**config.mk**
```make
export PLATFORM = sky130hd
export DESIGN_NAME = div_sequencer_flat
export DESIGN_NICKNAME = d
export VERILOG_FILES = /design/src/rtl/div_if.sv /design/src/rtl/div_sequencer.sv /design/src/flat_wrapper.sv
export SDC_FILE = /design/constraint.sdc
export NUM_CORES = 1
export LEC_CHECK = 0
export BUFFER_PORTS_ARGS = -buffer_cell sky130_fd_sc_hd__buf_2
export CORE_AREA = 2 2 135 137
export CTS_CLUSTER_DIAMETER = 30
export DETAILED_ROUTE_END_ITERATION = 7
export DIE_AREA = 0 0 137 139
export PLACE_DENSITY = 0.85
export SETUP_SLACK_MARGIN = 0.2
export SYNTH_ARGS = -nofsm -noshare
export SYNTH_HDL_FRONTEND = slang
export SYNTH_SLANG_ARGS = --single-unit
export TNS_END_PERCENT = 1
```
**constraint.sdc**
```tcl
create_clock -name clk_i -period 8.5 [get_ports clk_i]
set_input_delay 0 -clock clk_i [delete_from_list [all_inputs] [get_ports clk_i]]
set_output_delay 0 -clock clk_i [all_outputs]
set_load 0.03 [all_outputs]
```
**src/rtl/div_if.sv**
```systemverilog
// Divide unit request/response bundle: start/op/operands/flush in,
// busy/result_valid/result out. master = pipeline side, slave = div unit.
interface div_if #(
  parameter int WIDTH = 32
);
  logic             start;
  logic [1:0]       funct3;
  logic [WIDTH-1:0] data1;
  logic [WIDTH-1:0] data2;
  logic             flush;
  logic             busy;
  logic             result_valid;
  logic [WIDTH-1:0] result;

  modport master (
    output start, funct3, data1, data2, flush,
    input  busy, result_valid, result
  );

  modport slave (
    input  start, funct3, data1, data2, flush,
    output busy, result_valid, result
  );
endinterface

```
**src/rtl/div_sequencer.sv**
```systemverilog
// RV32M multi-cycle divider: IDLE->PREP->ITER(x32)->FIX->DONE, restoring
// division on magnitudes, sign fix-up, FLUSH abort, one-cycle RESULT_VALID.
// Ports: clk_i, rst_ni (async active-low), bus (div_if.slave).
// Option: DIV_SEQUENCER_EARLY_OUT_EN resolves /0 and signed overflow in PREP.
module div_sequencer #(
  parameter int WIDTH = 32
) (
  input  logic  clk_i,
  input  logic  rst_ni,
  div_if.slave  bus
);

  typedef enum logic [2:0] {
    S_IDLE,
    S_PREP,
    S_ITER,
    S_FIX,
    S_DONE
  } state_e;

  localparam logic [WIDTH-1:0] MIN_NEG = {1'b1, {(WIDTH-1){1'b0}}};

  state_e           state_q, state_d;
  logic [1:0]       op_q, op_d;
  logic [WIDTH-1:0] a_q, a_d;
  logic [WIDTH-1:0] b_q, b_d;
  logic [WIDTH-1:0] rem_q, rem_d;
  logic [WIDTH-1:0] res_q, res_d;
  logic [4:0]       cnt_q, cnt_d;
  logic             negq_q, negq_d;
  logic             negr_q, negr_d;

  logic             sgn;
  logic             na;
  logic             nb;
  logic [WIDTH:0]   shift_w;
  logic [WIDTH:0]   diff_w;
  logic [WIDTH-1:0] q_fix;
  logic [WIDTH-1:0] r_fix;

  // op_q[0]=1 marks the unsigned variants
  assign sgn     = ~op_q[0];
  assign na      = sgn & a_q[WIDTH-1];
  assign nb      = sgn & b_q[WIDTH-1];
  // a_q shifts dividend bits out the top and quotient bits in the bottom
  assign shift_w = {rem_q, a_q[WIDTH-1]};
  assign diff_w  = shift_w - {1'b0, b_q};
  assign q_fix   = negq_q ? (~a_q + 1'b1) : a_q;
  assign r_fix   = negr_q ? (~rem_q + 1'b1) : rem_q;

  always_comb begin
    state_d = state_q;
    op_d    = op_q;
    a_d     = a_q;
    b_d     = b_q;
    rem_d   = rem_q;
    res_d   = res_q;
    cnt_d   = cnt_q;
    negq_d  = negq_q;
    negr_d  = negr_q;
    unique case (state_q)
      S_IDLE: begin
        if (bus.start) begin
          a_d     = bus.data1;
          b_d     = bus.data2;
          op_d    = bus.funct3;
          state_d = S_PREP;
        end
      end
      S_PREP: begin
        a_d     = na ? (~a_q + 1'b1) : a_q;
        b_d     = nb ? (~b_q + 1'b1) : b_q;
        negq_d  = (na ^ nb) & (b_q != '0);
        negr_d  = na;
        rem_d   = '0;
        cnt_d   = '0;
        state_d = S_ITER;
`ifdef DIV_SEQUENCER_EARLY_OUT_EN
        if (b_q == '0) begin
          res_d   = op_q[1] ? a_q : '1;
          state_d = S_DONE;
        end else if (sgn && a_q == MIN_NEG && b_q == '1) begin
          res_d   = op_q[1] ? '0 : MIN_NEG;
          state_d = S_DONE;
        end
`endif
      end
      S_ITER: begin
        // borrow out (diff_w[WIDTH]) means the trial subtract failed
        if (!diff_w[WIDTH]) begin
          rem_d = diff_w[WIDTH-1:0];
          a_d   = {a_q[WIDTH-2:0], 1'b1};
        end else begin
          rem_d = shift_w[WIDTH-1:0];
          a_d   = {a_q[WIDTH-2:0], 1'b0};
        end
        cnt_d = cnt_q + 5'd1;
        if (cnt_q == 5'(WIDTH-1)) begin
          state_d = S_FIX;
        end
      end
      S_FIX: begin
        res_d   = op_q[1] ? r_fix : q_fix;
        state_d = S_DONE;
      end
      S_DONE: begin
        state_d = S_IDLE;
      end
      default: begin
        state_d = S_IDLE;
      end
    endcase
    // flush wins over everything and leaves the visible result alone
    if (bus.flush && state_q != S_IDLE) begin
      state_d = S_IDLE;
      res_d   = res_q;
    end
  end

  always_ff @(posedge clk_i or negedge rst_ni) begin
    if (!rst_ni) begin
      state_q <= S_IDLE;
      op_q    <= '0;
      a_q     <= '0;
      b_q     <= '0;
      rem_q   <= '0;
      res_q   <= '0;
      cnt_q   <= '0;
      negq_q  <= 1'b0;
      negr_q  <= 1'b0;
    end else begin
      state_q <= state_d;
      op_q    <= op_d;
      a_q     <= a_d;
      b_q     <= b_d;
      rem_q   <= rem_d;
      res_q   <= res_d;
      cnt_q   <= cnt_d;
      negq_q  <= negq_d;
      negr_q  <= negr_d;
    end
  end

  assign bus.busy = (state_q == S_PREP) ||
                    (state_q == S_ITER) ||
                    (state_q == S_FIX);
  assign bus.result_valid = (state_q == S_DONE);
  assign bus.result       = res_q;

endmodule

```
**src/flat_wrapper.sv**
```systemverilog
// flat-port wrapper written by rule: the top's interface ports become plain ports
module div_sequencer_flat 
#(
  parameter int WIDTH = 32
)
  (clk_i, rst_ni, bus_start, bus_funct3, bus_data1, bus_data2, bus_flush, bus_busy, bus_result_valid, bus_result);
  div_if #(.WIDTH(WIDTH)) bus_i ();
  input  logic clk_i;
  input  logic rst_ni;
  input wire logic [$bits(bus_i.start)-1:0] bus_start;
  input wire logic [$bits(bus_i.funct3)-1:0] bus_funct3;
  input wire logic [$bits(bus_i.data1)-1:0] bus_data1;
  input wire logic [$bits(bus_i.data2)-1:0] bus_data2;
  input wire logic [$bits(bus_i.flush)-1:0] bus_flush;
  output wire logic [$bits(bus_i.busy)-1:0] bus_busy;
  output wire logic [$bits(bus_i.result_valid)-1:0] bus_result_valid;
  output wire logic [$bits(bus_i.result)-1:0] bus_result;
  assign bus_i.start = bus_start;
  assign bus_i.funct3 = bus_funct3;
  assign bus_i.data1 = bus_data1;
  assign bus_i.data2 = bus_data2;
  assign bus_i.flush = bus_flush;
  assign bus_busy = bus_i.busy;
  assign bus_result_valid = bus_i.result_valid;
  assign bus_result = bus_i.result;
  div_sequencer #(.WIDTH(WIDTH)) u_core (.clk_i(clk_i), .rst_ni(rst_ni), .bus(bus_i));
endmodule
```
**Yosys cells after proc, flatten, opt, wreduce, memory -nomap -nowiden**

Cells that the tools add are included.
Widths: inputs -> output; s select.

- $add $sub $neg: 5
- Equality and inequality tests: 10
- Multiplexer cells: 17
- Bitwise operators: 9
- Reduce and logical (&&, ||, !) cells: 14

Operators by type and width:

| kind | count |
|---|---|
| $mux 32 | 8 |
| $pmux 32 s2 | 2 |
| $add 32x1->32 const B | 3 |
| $not 32->32 | 3 |
| $pmux 32 s3 | 1 |
| $sub 33x32->33 | 1 |
| $reduce_bool 32->1 | 1 |
| $pmux 3 s4 | 1 |
| $pmux 5 s2 | 1 |
| $mux 3 | 3 |
| $eq 3x2->1 const B | 2 |
| $reduce_and 2->1 | 3 |
| $reduce_and 3->1 | 2 |
| $reduce_bool 3->1 | 2 |
| $add 5x1->5 const B | 1 |
| $eq 5x5->1 const B | 1 |
| $ne 2x1->1 const B | 2 |
| $reduce_bool 2->1 | 2 |
| $and 1x1->1 | 3 |
| $eq 3x1->1 const B | 1 |
| $eq 3x3->1 const B | 1 |
| $logic_not 3->1 | 1 |
| $ne 3x1->1 const B | 1 |
| $ne 3x2->1 const B | 1 |
| other kinds (6) | 8 |

- Flip-flop bits (word level): 140
- Bits of input ports: 70

**Longest topological paths before layout**

- Word-level depth: 4
- Gate-level depth with buffers: 15
- Depth with buffers taken out: 13

**Least setup slack after synthesis**

OpenSTA, ideal clock, no wires.

- Kind: register to register
- Start point: register u_core.a_q[31]
- End point: register u_core.rem_q[29]
- Arrival time: 3106 ps
- Required time: 8376 ps
- Slack: 5270 ps
- Stages on the path, launching flop included: 15
- Clock period less this slack: 3230 ps
- Cell sequence: dfrtp_1 inv_1 ha_1 fa_1 nand2b_1 a21oi_1 o41ai_1 o21ai_1 a31oi_1 or3_1 nand4_1 buf_2 buf_2 nor2_1 a211o_1

- Cells in the longest elaborated chain, start to end: 3

Ends and longest elaborated chain:

| what | RTL line | text |
|---|---|---|
| start, declared | div_sequencer.sv:25 | `logic [WIDTH-1:0] a_q, a_d;` |
| start signal, assigned | div_sequencer.sv:124 | `a_q <= '0;` |
| start signal, assigned | div_sequencer.sv:134 | `a_q <= a_d;` |
| $sub 33x32->33 | div_sequencer.sv:47 | `assign diff_w = shift_w - {1'b0, b_q};` |
| $mux 32 | div_sequencer.sv:90 | `if (!diff_w[WIDTH]) begin` |
| $pmux 32 s2 | div_sequencer.sv:61 | `unique case (state_q)` |
| end signal, assigned | div_sequencer.sv:136 | `rem_q <= rem_d;` |
| end, declared | div_sequencer.sv:27 | `logic [WIDTH-1:0] rem_q, rem_d;` |

Every way passes these cells.
A chain may end at the register's enable or synchronous reset.

**Final worst setup path**

- Start point: register u_core.a_q[31]
- End point: register u_core.rem_q[11]

The elaborated chain is that of the path after synthesis.

==> flow_summary_export.csv <==
group,metric,value,unit
yosys,synth.distinct_cells,63,
finish,layout_common_cells,"o21ai_0, nand2_1, dfrtp_1",
floorplanning,die_x,137,um
status,violations,"hold timing",
finish,final_area,12100,um2
finish,filler_cell_count,1400,
detailed_routing,viasPerCell,6.25,
cts,cts_tree,"done",
global_route,grtUsageTotal,30.4,%
floorplanning,dieArea,19000,um2
global_route,grt_max_degree,80,
floorplanning,start_util,58.4,%
cts,cts_setup_buffers,0,
floorplanning,core,17700,um2
cts,cts_root_buf,"clkbuf_16",
yosys,syn_avg_cell_area,7.90,um2
yosys,synth_cells,1306,
cts,cts_sinks,140,
cts,cts_buffers,17,
detailed_routing,drt-initial-drc-count,1057,
setup_path,end_kind,"flip-flop",
sta,fin_crit_sh,51.2,%
setup_path,max_stage_delay,680,ps
placed_design,gp_congestion,0.976,
power_and_ir_drop,leakage,5.34,nW
setup_path,crit_path_cell_trace,"inv_1 -> ha_1 -> fa_1 -> nand2b_1 -> a21oi_1 -> o41ai_1 -> o21ai_1 -> a31oi_1 -> or3_1 -> nand4_1 -> buf_4 -> mux2_2 -> o21ai_0",
power_and_ir_drop,peakVddDrop,197,uV
sta,grt_setup_unrepaired,"no",
global_route,grt_pass1_wl,47400,um
detailed_routing,firstDrtPassIters,5,
sta,tightest_slew,1070,ps
sta,drv_slew,0,
floorplanning,core.rowCount,49,
setup_path,rrSetupSlack,4150,ps
floorplanning,fp.dieH,139,um
sta,skew,10.4,ps
detailed_routing,num_vias,10400,
cts,clk_latency,430,ps
placed_design,portBuffers,103,
yosys,yosys_warnings,0,
job,drv_cap,0,
detailed_routing,wl_per_cell,17.6,um
yosys,synth_ff_type,"dfrtp_1",
global_route,antenna_found_initial,0,
setup_path,cp_max_fo,28,
finish,layout-drive-gt1-share,12.2,%
yosys,async_flop_share,100,%
detailed_routing,ant_nets,0,
yosys,synth_top_area_share,34.0,%
worst_hold_path,min_path_type,"input pin to flip-flop",
yosys,yosysSeqAreaShare,34.0,%
sta,fin_tns_setup,0,ps
finish,final_util,68.6,%
yosys,ys_top_cells_by_area,"dfrtp_1, o21ai_0, nand2_1",
setup_path,arrival,4700,ps
sta,hold_slack,-1.65,ps
setup_path,worstPathRequired,8850,ps
yosys,yosysTopAreaCell,"dfrtp_1",
setup_path,slowest_stage,"o41ai_1",
cts,worst_setup_hold_path_clk_slew,60,ps
cts,htree_levels,4,
setup_path,cp_top_family,"compound AO/OA/AOI/OAI gates",
setup_path,worstSetupPathType,"flip-flop to flip-flop",
setup_path,start_kind,"flip-flop",
finish,fin_nets,1527,
placed_design,placed_cell_area,10900,um2
detailed_routing,postRouteWirelength,29200,um
finish,final_common_cell,"o21ai_0",
detailed_routing,drc,0,
cts,clk_path_buf_depth,2,
sta,setup_viol,0,
sta,slew_headroom,28.7,%
status,run_status,"finished with violations",
setup_path,path_buf_inv,2,
finish,syn2layout_area_growth,17.4,%
power_and_ir_drop,p_per_area,320,nW/um2
floorplanning,pin_count,104,
sta,max_freq,230,MHz
yosys,syn_nets,1414,
global_route,grt-ovfl-total,0,
yosys,synth_area,10300,um2
yosys,synth-edff-count,0,
sta,post-route-min-period,4350,ps
finish,diodes,0,
global_route,grt_pass1_vias,9519,
placed_design,hpwl,19100,um
sta,hold_violations,1,
yosys,synth_seq_cells,140,
registers in the layout (all words and copies together) (netlist names), 2 cells and up:
name	count
u_core.a_q	32
u_core.b_q	32
u_core.bus.result	32
u_core.rem_q	32
u_core.cnt_q	5
u_core.state_q	3
u_core.op_q	2
power by group:
| part | switching [mW] | leakage [nW] | internal [mW] | total [mW] |
|---|---|---|---|---|
| sequential | 0.352 | 1.78 | 0.906 | 1.26 |
| combinational | 1.20 | 3.30 | 0.720 | 1.92 |
| clock | 0.297 | 0.255 | 0.408 | 0.705 |
path summary, 6_finish.rpt:
check                                                  start                                end  depth (start not counted)
setup / recovery                  u_core.a_q[31]$_DFFE_PN0P_       u_core.rem_q[11]$_DFFE_PN0N_                         13
hold / removal                                  bus_data2[4]          u_core.b_q[4]$_DFFE_PN0P_                          3
max in group asynchronous                             rst_ni         u_core.op_q[1]$_DFFE_PN0P_                          3
min in group asynchronous                             rst_ni          u_core.a_q[8]$_DFFE_PN0P_                          2
setup reg to reg                  u_core.a_q[31]$_DFFE_PN0P_       u_core.rem_q[11]$_DFFE_PN0N_                         13
hold reg to reg            u_core.bus.result[17]$_DFFE_PN0P_  u_core.bus.result[17]$_DFFE_PN0P_                          2
what timing repair did:
action	4_1_cts	5_1_grt
endpoints found under the hold margin	127	0
resized for setup	0	0
hold buffers	67	0
cell type report:
| class | instances | area, um2 | share of cell area, % |
|---|---|---|---|
| inverter | 46 | 173 | 1.43 |
| tap | 229 | 287 | 2.36 |
| timing repair buffer | 182 | 1280 | 10.6 |
| sequential | 140 | 3500 | 28.9 |
| clock buffer | 21 | 450 | 3.72 |
| clock inverter | 11 | 96.3 | 0.795 |
| multi-input combinational | 1032 | 6320 | 52.2 |
through the flow:
stage | setup WS [ps] | cells | total power [mW]
final | 4150 | 1661 | 3.88
after global routing | 3890 | 1661 | 4.15
after CTS | 4240 | 1661 | 3.84
after detailed placement | 4260 | 1562 | 3.09
after global placement | 4400 | 1562 | 3.04
after floorplan | 5270 | 1306 | 2.61
worst min-delay path: cells and delay by family:
kind | cells | cell delay, ps
buffers and inverters | 1 | 80
AOI/OAI and AO/OA | 2 | 280
cell families (layout without fill, tap and decap cells):
kind of cell	Yosys count	after routing	synth area share, %
XOR/XNOR	92	92	7.81
multiplexers	32	32	3.14
AO/OA/AOI/OAI	419	419	24.3
adder cells (fa/ha/maj)	38	38	4.68
AND/OR/NAND/NOR	451	451	21.1
buffers and inverters	134	260	4.98
flip-flops	140	140	34.0
synthesized netlist by cell type, types with 10 or more instances:
cell	instances
a22oi_1	13
inv_1	46
nand3_1	35
xnor2_1	51
nor3b_1	20
o22ai_1	18
o21ai_0	192
ha_1	37
nor2_1	71
nand4_1	14
xor2_1	41
a21oi_1	80
o31ai_1	11
nand2_1	188
a221oi_1	29
clkbuf_1	76
nor3_1	34
a21o_1	13
or3_1	29
mux2i_1	29
dfrtp_1	140
a31oi_1	10
metal layers:
metal | wire length, um | track usage (%) | vias up
met5 | 0 | 0 | -
met4 | 313 | 5.53 | 0
met3 | 2310 | 5.34 | 33
met2 | 13600 | 48.2 | 512
met1 | 13000 | 44.1 | 4922
li1 | - | - | 4920
(Power assumes the default switching activity.)
